<file path="src/rtl/decode_issue_if.sv">
// Decode/issue bus: IF/ID side, write-back port and ID/EX outputs.
// slave = the decode/issue stage, master = whoever drives fetch, execute and write-back.
interface decode_issue_if #(
  parameter int DATA_W  = 16,
  parameter int INSTR_W = 16,
  parameter int REG_W   = 3
);
  logic               if_valid;
  logic [INSTR_W-1:0] if_instr;
  logic               uses_rs;
  logic               uses_rt;
  logic               dst_en;
  logic [REG_W-1:0]   dst_reg;
  logic               dst_load;
  logic               id_ready;
  logic               ex_ready;
  logic               flush;
  logic               wb_en;
  logic [REG_W-1:0]   wb_reg;
  logic [DATA_W-1:0]  wb_data;
  logic               ex_valid;
  logic [INSTR_W-1:0] ex_instr;
  logic [DATA_W-1:0]  ex_r1;
  logic [DATA_W-1:0]  ex_r2;
  logic               ex_dst_en;
  logic [REG_W-1:0]   ex_dst_reg;
  logic               ex_load;
  logic               err;

  modport slave (
    input  if_valid, if_instr, uses_rs, uses_rt, dst_en, dst_reg, dst_load,
    input  ex_ready, flush, wb_en, wb_reg, wb_data,
    output id_ready, ex_valid, ex_instr, ex_r1, ex_r2, ex_dst_en, ex_dst_reg, ex_load, err
  );

  modport master (
    output if_valid, if_instr, uses_rs, uses_rt, dst_en, dst_reg, dst_load,
    output ex_ready, flush, wb_en, wb_reg, wb_data,
    input  id_ready, ex_valid, ex_instr, ex_r1, ex_r2, ex_dst_en, ex_dst_reg, ex_load, err
  );
endinterface

</file>
<file path="src/rtl/decode_issue_stage.sv">
// Decode/issue stage: register file with write-back bypass, load-use interlock
// and a registered ID/EX slot with valid/ready handshake and flush.
module decode_issue_stage #(
  parameter int DATA_W   = 16,
  parameter int INSTR_W  = 16,
  parameter int NREGS    = 8,
  parameter int REG_W    = 3,
  parameter int RS_LSB   = 8,
  parameter int RT_LSB   = 5,
  parameter int ZERO_REG = 0
) (
  input  logic             clk,
  input  logic             rst,
  decode_issue_if.slave    bus
);

  logic [DATA_W-1:0] rf [NREGS];
  logic [REG_W-1:0]  rs, rt;
  logic [DATA_W-1:0] rd1, rd2;
  logic              wb_wr, wb_bad;
  logic              stall, advance, id_ready;

  function automatic logic in_range(input logic [REG_W-1:0] s);
    return int'(s) < NREGS;
  endfunction

  // readable/writable: implemented and not the hard-wired zero register
  function automatic logic live_sel(input logic [REG_W-1:0] s);
    return in_range(s) && !(ZERO_REG != 0 && s == '0);
  endfunction

  assign rs     = bus.if_instr[RS_LSB +: REG_W];
  assign rt     = bus.if_instr[RT_LSB +: REG_W];
  assign wb_wr  = bus.wb_en && live_sel(bus.wb_reg);
  assign wb_bad = bus.wb_en && !in_range(bus.wb_reg);

  // Same-cycle write-back wins over the stored value.
  always_comb begin
    rd1 = '0;
    rd2 = '0;
    if (live_sel(rs)) rd1 = (bus.wb_en && bus.wb_reg == rs) ? bus.wb_data : rf[rs];
    if (live_sel(rt)) rd2 = (bus.wb_en && bus.wb_reg == rt) ? bus.wb_data : rf[rt];
  end

  always_ff @(posedge clk or negedge rst) begin
    if (!rst) begin
      for (int i = 0; i < NREGS; i++) rf[i] <= '0;
    end else if (wb_wr) begin
      rf[bus.wb_reg] <= bus.wb_data;
    end
  end

  always_ff @(posedge clk or negedge rst) begin
    if (!rst) bus.err <= 1'b0;
    else      bus.err <= wb_bad;
  end

  assign stall = bus.if_valid && bus.ex_valid && bus.ex_load && bus.ex_dst_en &&
                 ((bus.uses_rs && rs == bus.ex_dst_reg) ||
                  (bus.uses_rt && rt == bus.ex_dst_reg));
  assign advance  = bus.ex_ready || !bus.ex_valid;
  assign id_ready = rst && advance && !stall && !bus.flush;
  assign bus.id_ready = id_ready;

  // Held entries keep their issue-time operands; later write-backs are forwarded downstream.
  always_ff @(posedge clk or negedge rst) begin
    if (!rst) begin
      bus.ex_valid   <= 1'b0;
      bus.ex_instr   <= '0;
      bus.ex_r1      <= '0;
      bus.ex_r2      <= '0;
      bus.ex_dst_en  <= 1'b0;
      bus.ex_dst_reg <= '0;
      bus.ex_load    <= 1'b0;
    end else if (bus.flush) begin
      bus.ex_valid <= 1'b0;
    end else if (advance) begin
      bus.ex_valid <= bus.if_valid && !stall;
      if (bus.if_valid && id_ready) begin
        bus.ex_instr   <= bus.if_instr;
        bus.ex_r1      <= rd1;
        bus.ex_r2      <= rd2;
        bus.ex_dst_en  <= bus.dst_en;
        bus.ex_dst_reg <= bus.dst_reg;
        bus.ex_load    <= bus.dst_load;
      end
    end
  end

endmodule

</file>
<file path="src/flat_wrapper.sv">
// flat-port wrapper written by rule: the top's interface ports become plain ports
module decode_issue_stage_flat 
#(
  parameter int DATA_W   = 16,
  parameter int INSTR_W  = 16,
  parameter int NREGS    = 8,
  parameter int REG_W    = 3,
  parameter int RS_LSB   = 8,
  parameter int RT_LSB   = 5,
  parameter int ZERO_REG = 0
)
  (clk, rst, bus_if_valid, bus_if_instr, bus_uses_rs, bus_uses_rt, bus_dst_en, bus_dst_reg, bus_dst_load, bus_ex_ready, bus_flush, bus_wb_en, bus_wb_reg, bus_wb_data, bus_id_ready, bus_ex_valid, bus_ex_instr, bus_ex_r1, bus_ex_r2, bus_ex_dst_en, bus_ex_dst_reg, bus_ex_load, bus_err);
  decode_issue_if #(.DATA_W(DATA_W), .INSTR_W(INSTR_W), .REG_W(REG_W)) bus_i ();
  input  logic clk;
  input  logic rst;
  input wire logic [$bits(bus_i.if_valid)-1:0] bus_if_valid;
  input wire logic [$bits(bus_i.if_instr)-1:0] bus_if_instr;
  input wire logic [$bits(bus_i.uses_rs)-1:0] bus_uses_rs;
  input wire logic [$bits(bus_i.uses_rt)-1:0] bus_uses_rt;
  input wire logic [$bits(bus_i.dst_en)-1:0] bus_dst_en;
  input wire logic [$bits(bus_i.dst_reg)-1:0] bus_dst_reg;
  input wire logic [$bits(bus_i.dst_load)-1:0] bus_dst_load;
  input wire logic [$bits(bus_i.ex_ready)-1:0] bus_ex_ready;
  input wire logic [$bits(bus_i.flush)-1:0] bus_flush;
  input wire logic [$bits(bus_i.wb_en)-1:0] bus_wb_en;
  input wire logic [$bits(bus_i.wb_reg)-1:0] bus_wb_reg;
  input wire logic [$bits(bus_i.wb_data)-1:0] bus_wb_data;
  output wire logic [$bits(bus_i.id_ready)-1:0] bus_id_ready;
  output wire logic [$bits(bus_i.ex_valid)-1:0] bus_ex_valid;
  output wire logic [$bits(bus_i.ex_instr)-1:0] bus_ex_instr;
  output wire logic [$bits(bus_i.ex_r1)-1:0] bus_ex_r1;
  output wire logic [$bits(bus_i.ex_r2)-1:0] bus_ex_r2;
  output wire logic [$bits(bus_i.ex_dst_en)-1:0] bus_ex_dst_en;
  output wire logic [$bits(bus_i.ex_dst_reg)-1:0] bus_ex_dst_reg;
  output wire logic [$bits(bus_i.ex_load)-1:0] bus_ex_load;
  output wire logic [$bits(bus_i.err)-1:0] bus_err;
  assign bus_i.if_valid = bus_if_valid;
  assign bus_i.if_instr = bus_if_instr;
  assign bus_i.uses_rs = bus_uses_rs;
  assign bus_i.uses_rt = bus_uses_rt;
  assign bus_i.dst_en = bus_dst_en;
  assign bus_i.dst_reg = bus_dst_reg;
  assign bus_i.dst_load = bus_dst_load;
  assign bus_i.ex_ready = bus_ex_ready;
  assign bus_i.flush = bus_flush;
  assign bus_i.wb_en = bus_wb_en;
  assign bus_i.wb_reg = bus_wb_reg;
  assign bus_i.wb_data = bus_wb_data;
  assign bus_id_ready = bus_i.id_ready;
  assign bus_ex_valid = bus_i.ex_valid;
  assign bus_ex_instr = bus_i.ex_instr;
  assign bus_ex_r1 = bus_i.ex_r1;
  assign bus_ex_r2 = bus_i.ex_r2;
  assign bus_ex_dst_en = bus_i.ex_dst_en;
  assign bus_ex_dst_reg = bus_i.ex_dst_reg;
  assign bus_ex_load = bus_i.ex_load;
  assign bus_err = bus_i.err;
  decode_issue_stage #(.DATA_W(DATA_W), .INSTR_W(INSTR_W), .NREGS(NREGS), .REG_W(REG_W), .RS_LSB(RS_LSB), .RT_LSB(RT_LSB), .ZERO_REG(ZERO_REG)) u_core (.clk(clk), .rst(rst), .bus(bus_i));
endmodule
</file>
<file path="config.mk">
export PLATFORM = sky130hd
export DESIGN_NAME = decode_issue_stage_flat
export DESIGN_NICKNAME = d
export VERILOG_FILES = /design/src/rtl/decode_issue_if.sv /design/src/rtl/decode_issue_stage.sv /design/src/flat_wrapper.sv
export SDC_FILE = /design/constraint.sdc
export NUM_CORES = 1
export LEC_CHECK = 0
export BUFFER_PORTS_ARGS = -buffer_cell sky130_fd_sc_hd__buf_4
export CORE_ASPECT_RATIO = 1.5
export CORE_UTILIZATION = 53
export DETAILED_ROUTE_END_ITERATION = 10
export PLACE_DENSITY = 0.86
export SLEW_MARGIN = 20
export SYNTH_ARGS = -nofsm -noshare
export SYNTH_HDL_FRONTEND = slang
export SYNTH_SLANG_ARGS = --single-unit
</file>
<file path="constraint.sdc">
create_clock -name clk -period 1.9 [get_ports clk]
set_clock_uncertainty 0.2 [all_clocks]
set_input_delay 0.19 -clock clk [delete_from_list [all_inputs] [get_ports clk]]
set_output_delay 0.19 -clock clk [all_outputs]
set_load 0.02 [all_outputs]
</file>
==> results list <==
- The flow ran to the end, but the final reports show violations.
- Violations in the final reports: setup timing
* Leakage power total: around 5.2 nW
- Core Region: between 15000 and 20000 um^2
- The cell sitting at the root of the clock tree is a sky130_fd_sc_hd__clkbuf_16.
- The first routing iteration left 670 violations.
- Top_reg_cell synth: sky130_fd_sc_hd__dfrtp_1
- DRT Pass-1 Iters: 7
* Remaining global-route overflow: 0
* Endpoint kind of the worst setup timing path: register
* Total routing resource utilization after global routing: 28.8%
* Clock tree from TritonCTS: yes
- 0 antenna diodes ended up in the layout.
- Avg Vias per Cell: about 6.4
* WL/cell: between 20 and 25 um
- In this run the tool buffered the top-level ports with 102 buffer cells.
* Count of synthesis-stage warnings from yosys: 0
* Met2 wire length: between 10000 and 15000 um
- The worst setup path is launched from a register.
- Counting instances, the worst hold path has a depth of 3.
* Die width: between 100 and 150 um
- Number of distinct library cells after synthesis: 36
- Data on the critical path arrives at its endpoint at around 2.4 ns.
- Top achievable clock speed: ~0.45 GHz
- Max-slew violation count: 0
* Synthesized flop and latch total: ~180
- Measured on the finished design, the core utilization comes to around two thirds.
- The library cell used most frequently in the layout, excluding fill and tap cells, is sky130_fd_sc_hd__dfrtp_1.
* Per-instance average area after synthesis: around 14 um^2
- Post-route clock period utilization: 118%
- The H-tree was split into 4 levels.
- After detailed routing, the number of remaining DRC violations is 0.
- Setup total negative slack on the finished layout was measured at -15.05 ns.
- Met1 WL: approximately 9300 um
- The clock drives 182 sinks.
* Post-Syn Instances: about 670
* Register with the most flip-flops: u_core.rf
- For this configuration, the core starts out at a cell density of between 50 and 60%.
- Largest net degree at the start of global routing: between 150 and 200
- Number of enable flip-flop cells after synthesis: 0
- Depth of the worst register-to-register path: 7
- Die area: 18300 um^2
- Setup violations remaining at the end of the flow were counted as 55.
- The clock passes through at most 2 buffers.
* Initial antenna violation count: 0
- Uppermost signal routing layer after detailed routing: met4
* I/O pin count: around 100
* Worst setup path category: register to register
- Clock insertion delay at the later pin of the skew report: about 0.43 ns
- Largest register FFs: 128
* Final-report hold violation count: 0
- Data on the critical path is required at its endpoint by 2.01 ns.
- Actual transition at the worst max-transition pin: about 1.0 ns
- Net count after synthesis: between 700 and 800
- Of all flip-flops after synthesis, the portion carrying an async set or reset was 100%.
- Overall power consumption after layout is estimated at about 13 mW.
* Final Wtd Congestion: roughly 0.8
- DR vias: between 6k and 7k
* Clock transition time at the flip-flop clock pins of the worst setup and hold paths: 0.07 ns
* Total power per unit cell area: ~1100 nW/um^2
* Row count: just under 60
* Maximum VDD drop: 0.920 mV
- For this run, the register share of the synthesized area comes to between 40% and 50%.
- Die Span Y: between 150 and 200 um
- Layout Area Growth over Synthesis: 25.3%
* Number of routed nets with antenna violations: 0
* Total Wirelength: between 20000 and 30000 um
- The worst hold path belongs to the class input port to register.
* Vias in the first global route: a little over 7k
- Summing every instance area after synthesis gives between 9000 and 10000 um^2.
- The first global-routing pass estimated between 30000 and 40000 um of wire.
* Largest fanout on the critical path: 11
- DPL Wire Length: 15200 um
* Fraction of final layout cells sized beyond drive strength 1: between 50% and 60%
- Summed over all nets, wire length on met3 after detailed routing comes to about 1400 um.
- Post-route minimum period: 2.24 ns
- Number of buffers created by CTS: 17
- After the last flow step, the layout net total stands at about 860.
- Number of fill cells in the layout: approximately 1.1k
- RSZ-0062 raised after global routing: true
* Worst-case setup margin in the final layout: -0.338 ns
- Leaving out fill and tap cells, the most frequent cells in the layout are sky130_fd_sc_hd__dfrtp_1, sky130_fd_sc_hd__mux2_2, sky130_fd_sc_hd__buf_4, sky130_fd_sc_hd__mux4_2, sky130_fd_sc_hd__o21ai_0.
* # Max-Cap Violations: 0
* Relative slew margins: approximately a third
- Final hold analysis gives a worst-case slack of around 0.046 ns.
-- kinds of logic after synthesis --
logic type	after synthesis	share of synthesized area, %
AO/OA/AOI/OAI	92	5.39
buffers and inverters	67	4.09
other	1	0.0398
XOR/XNOR	12	1.11
multiplexers	252	37.4
AND/OR/NAND/NOR	63	3.66
flip-flops	182	48.3
-- Yosys cell counts (4+ instances only) --
library cell	instances	area [um^2]
sky130_fd_sc_hd__mux2_4	25	375
sky130_fd_sc_hd__mux2_2	146	1640
sky130_fd_sc_hd__a22oi_1	7	52.6
sky130_fd_sc_hd__o21ai_0	74	370
sky130_fd_sc_hd__dfrtp_1	182	4550
sky130_fd_sc_hd__mux2i_1	25	250
sky130_fd_sc_hd__nor2_1	7	26.3
sky130_fd_sc_hd__nand2_1	26	97.6
sky130_fd_sc_hd__nor2b_1	4	25.0
sky130_fd_sc_hd__nand4_1	5	31.3
sky130_fd_sc_hd__a31oi_1	7	43.8
sky130_fd_sc_hd__buf_1	16	60.1
sky130_fd_sc_hd__nand2b_1	8	50.1
sky130_fd_sc_hd__xnor2_1	12	105
sky130_fd_sc_hd__buf_4	6	45.0
sky130_fd_sc_hd__buf_6	6	67.6
sky130_fd_sc_hd__buf_2	16	80.1
sky130_fd_sc_hd__mux4_2	56	1260
sky130_fd_sc_hd__clkbuf_1	17	63.8
-- cell type report --
class / count / area (um^2) / area share [%]
Inverter: 1 / 3.75 / 0.0317
Clock buffer: 18 / 439 / 3.71
Multi-Input combinational cell: 420 / 4620 / 39.1
Tap cell: 213 / 267 / 2.25
Clock inverter: 13 / 134 / 1.13
Sequential cell: 182 / 4560 / 38.6
Timing Repair Buffer: 187 / 1800 / 15.2
-- critical path, stage by stage, from the launching register on --
cell and delay (ns):
sky130_fd_sc_hd__dfrtp_2 0.46, sky130_fd_sc_hd__xnor2_2 0.18, sky130_fd_sc_hd__nand4_1 0.21, sky130_fd_sc_hd__a21oi_4 0.27
sky130_fd_sc_hd__buf_6 0.13, sky130_fd_sc_hd__or2_4 0.19, sky130_fd_sc_hd__buf_12 0.17, sky130_fd_sc_hd__mux2_4 0.31
-- stage by stage --
stage | instances | setup slack [ns] | instance area, um^2
final | 1034 | -0.338 | 11800
after detailed placement | 958 | -0.105 | 10600
after global routing | 1034 | -0.388 | 11800
after global placement | 958 | -0.0555 | 10600
after floorplan | 669 | -0.122 | 9450
after CTS | 1036 | -0.203 | 11800
-- layer usage --
| layer | up-vias | GRT usage [%] |
|---|---|---|
| met2 | 322 | 50.8 |
| met3 | 106 | 4.93 |
| li1 | 2766 | - |
| met4 | 0 | 17.5 |
| met5 | - | 0 |
| met1 | 3403 | 32.9 |
-- path summary, 6_finish.rpt --
kind,startpoint,end,slack [ns]
hold / removal,bus_if_instr[5],u_core.bus.ex_instr[5],0.05
hold reg to reg,u_core.bus.ex_instr[11],u_core.bus.ex_instr[11],0.32
setup / recovery,u_core.bus.ex_dst_reg[2],u_core.bus.ex_instr[1],-0.34
max in group asynchronous,rst,u_core.bus.ex_dst_reg[2],0.38
setup reg to reg,u_core.bus.ex_dst_reg[2],u_core.bus.ex_instr[1],-0.34
min in group asynchronous,rst,u_core.bus.ex_instr[10],0.29
-- report_power, final --
group / switching [mW] / internal (mW) / leakage, nW
Combinational: 1.63 / 2.09 / 2.77
Clock: 1.65 / 1.77 / 0.276
Sequential: 0.719 / 4.79 / 2.20
Total: 4.00 / 8.65 / 5.24
-- what timing repair did --
item,4_1_cts,5_1_grt
cloned,3,0
setup endpoints to repair,46,55
hold buffers,35,0
pin swaps,10,5
setup buffers,9,3
endpoints found under the hold margin,339,0
gates resized for setup,47,30
Power figures use the tool's default switching activity.
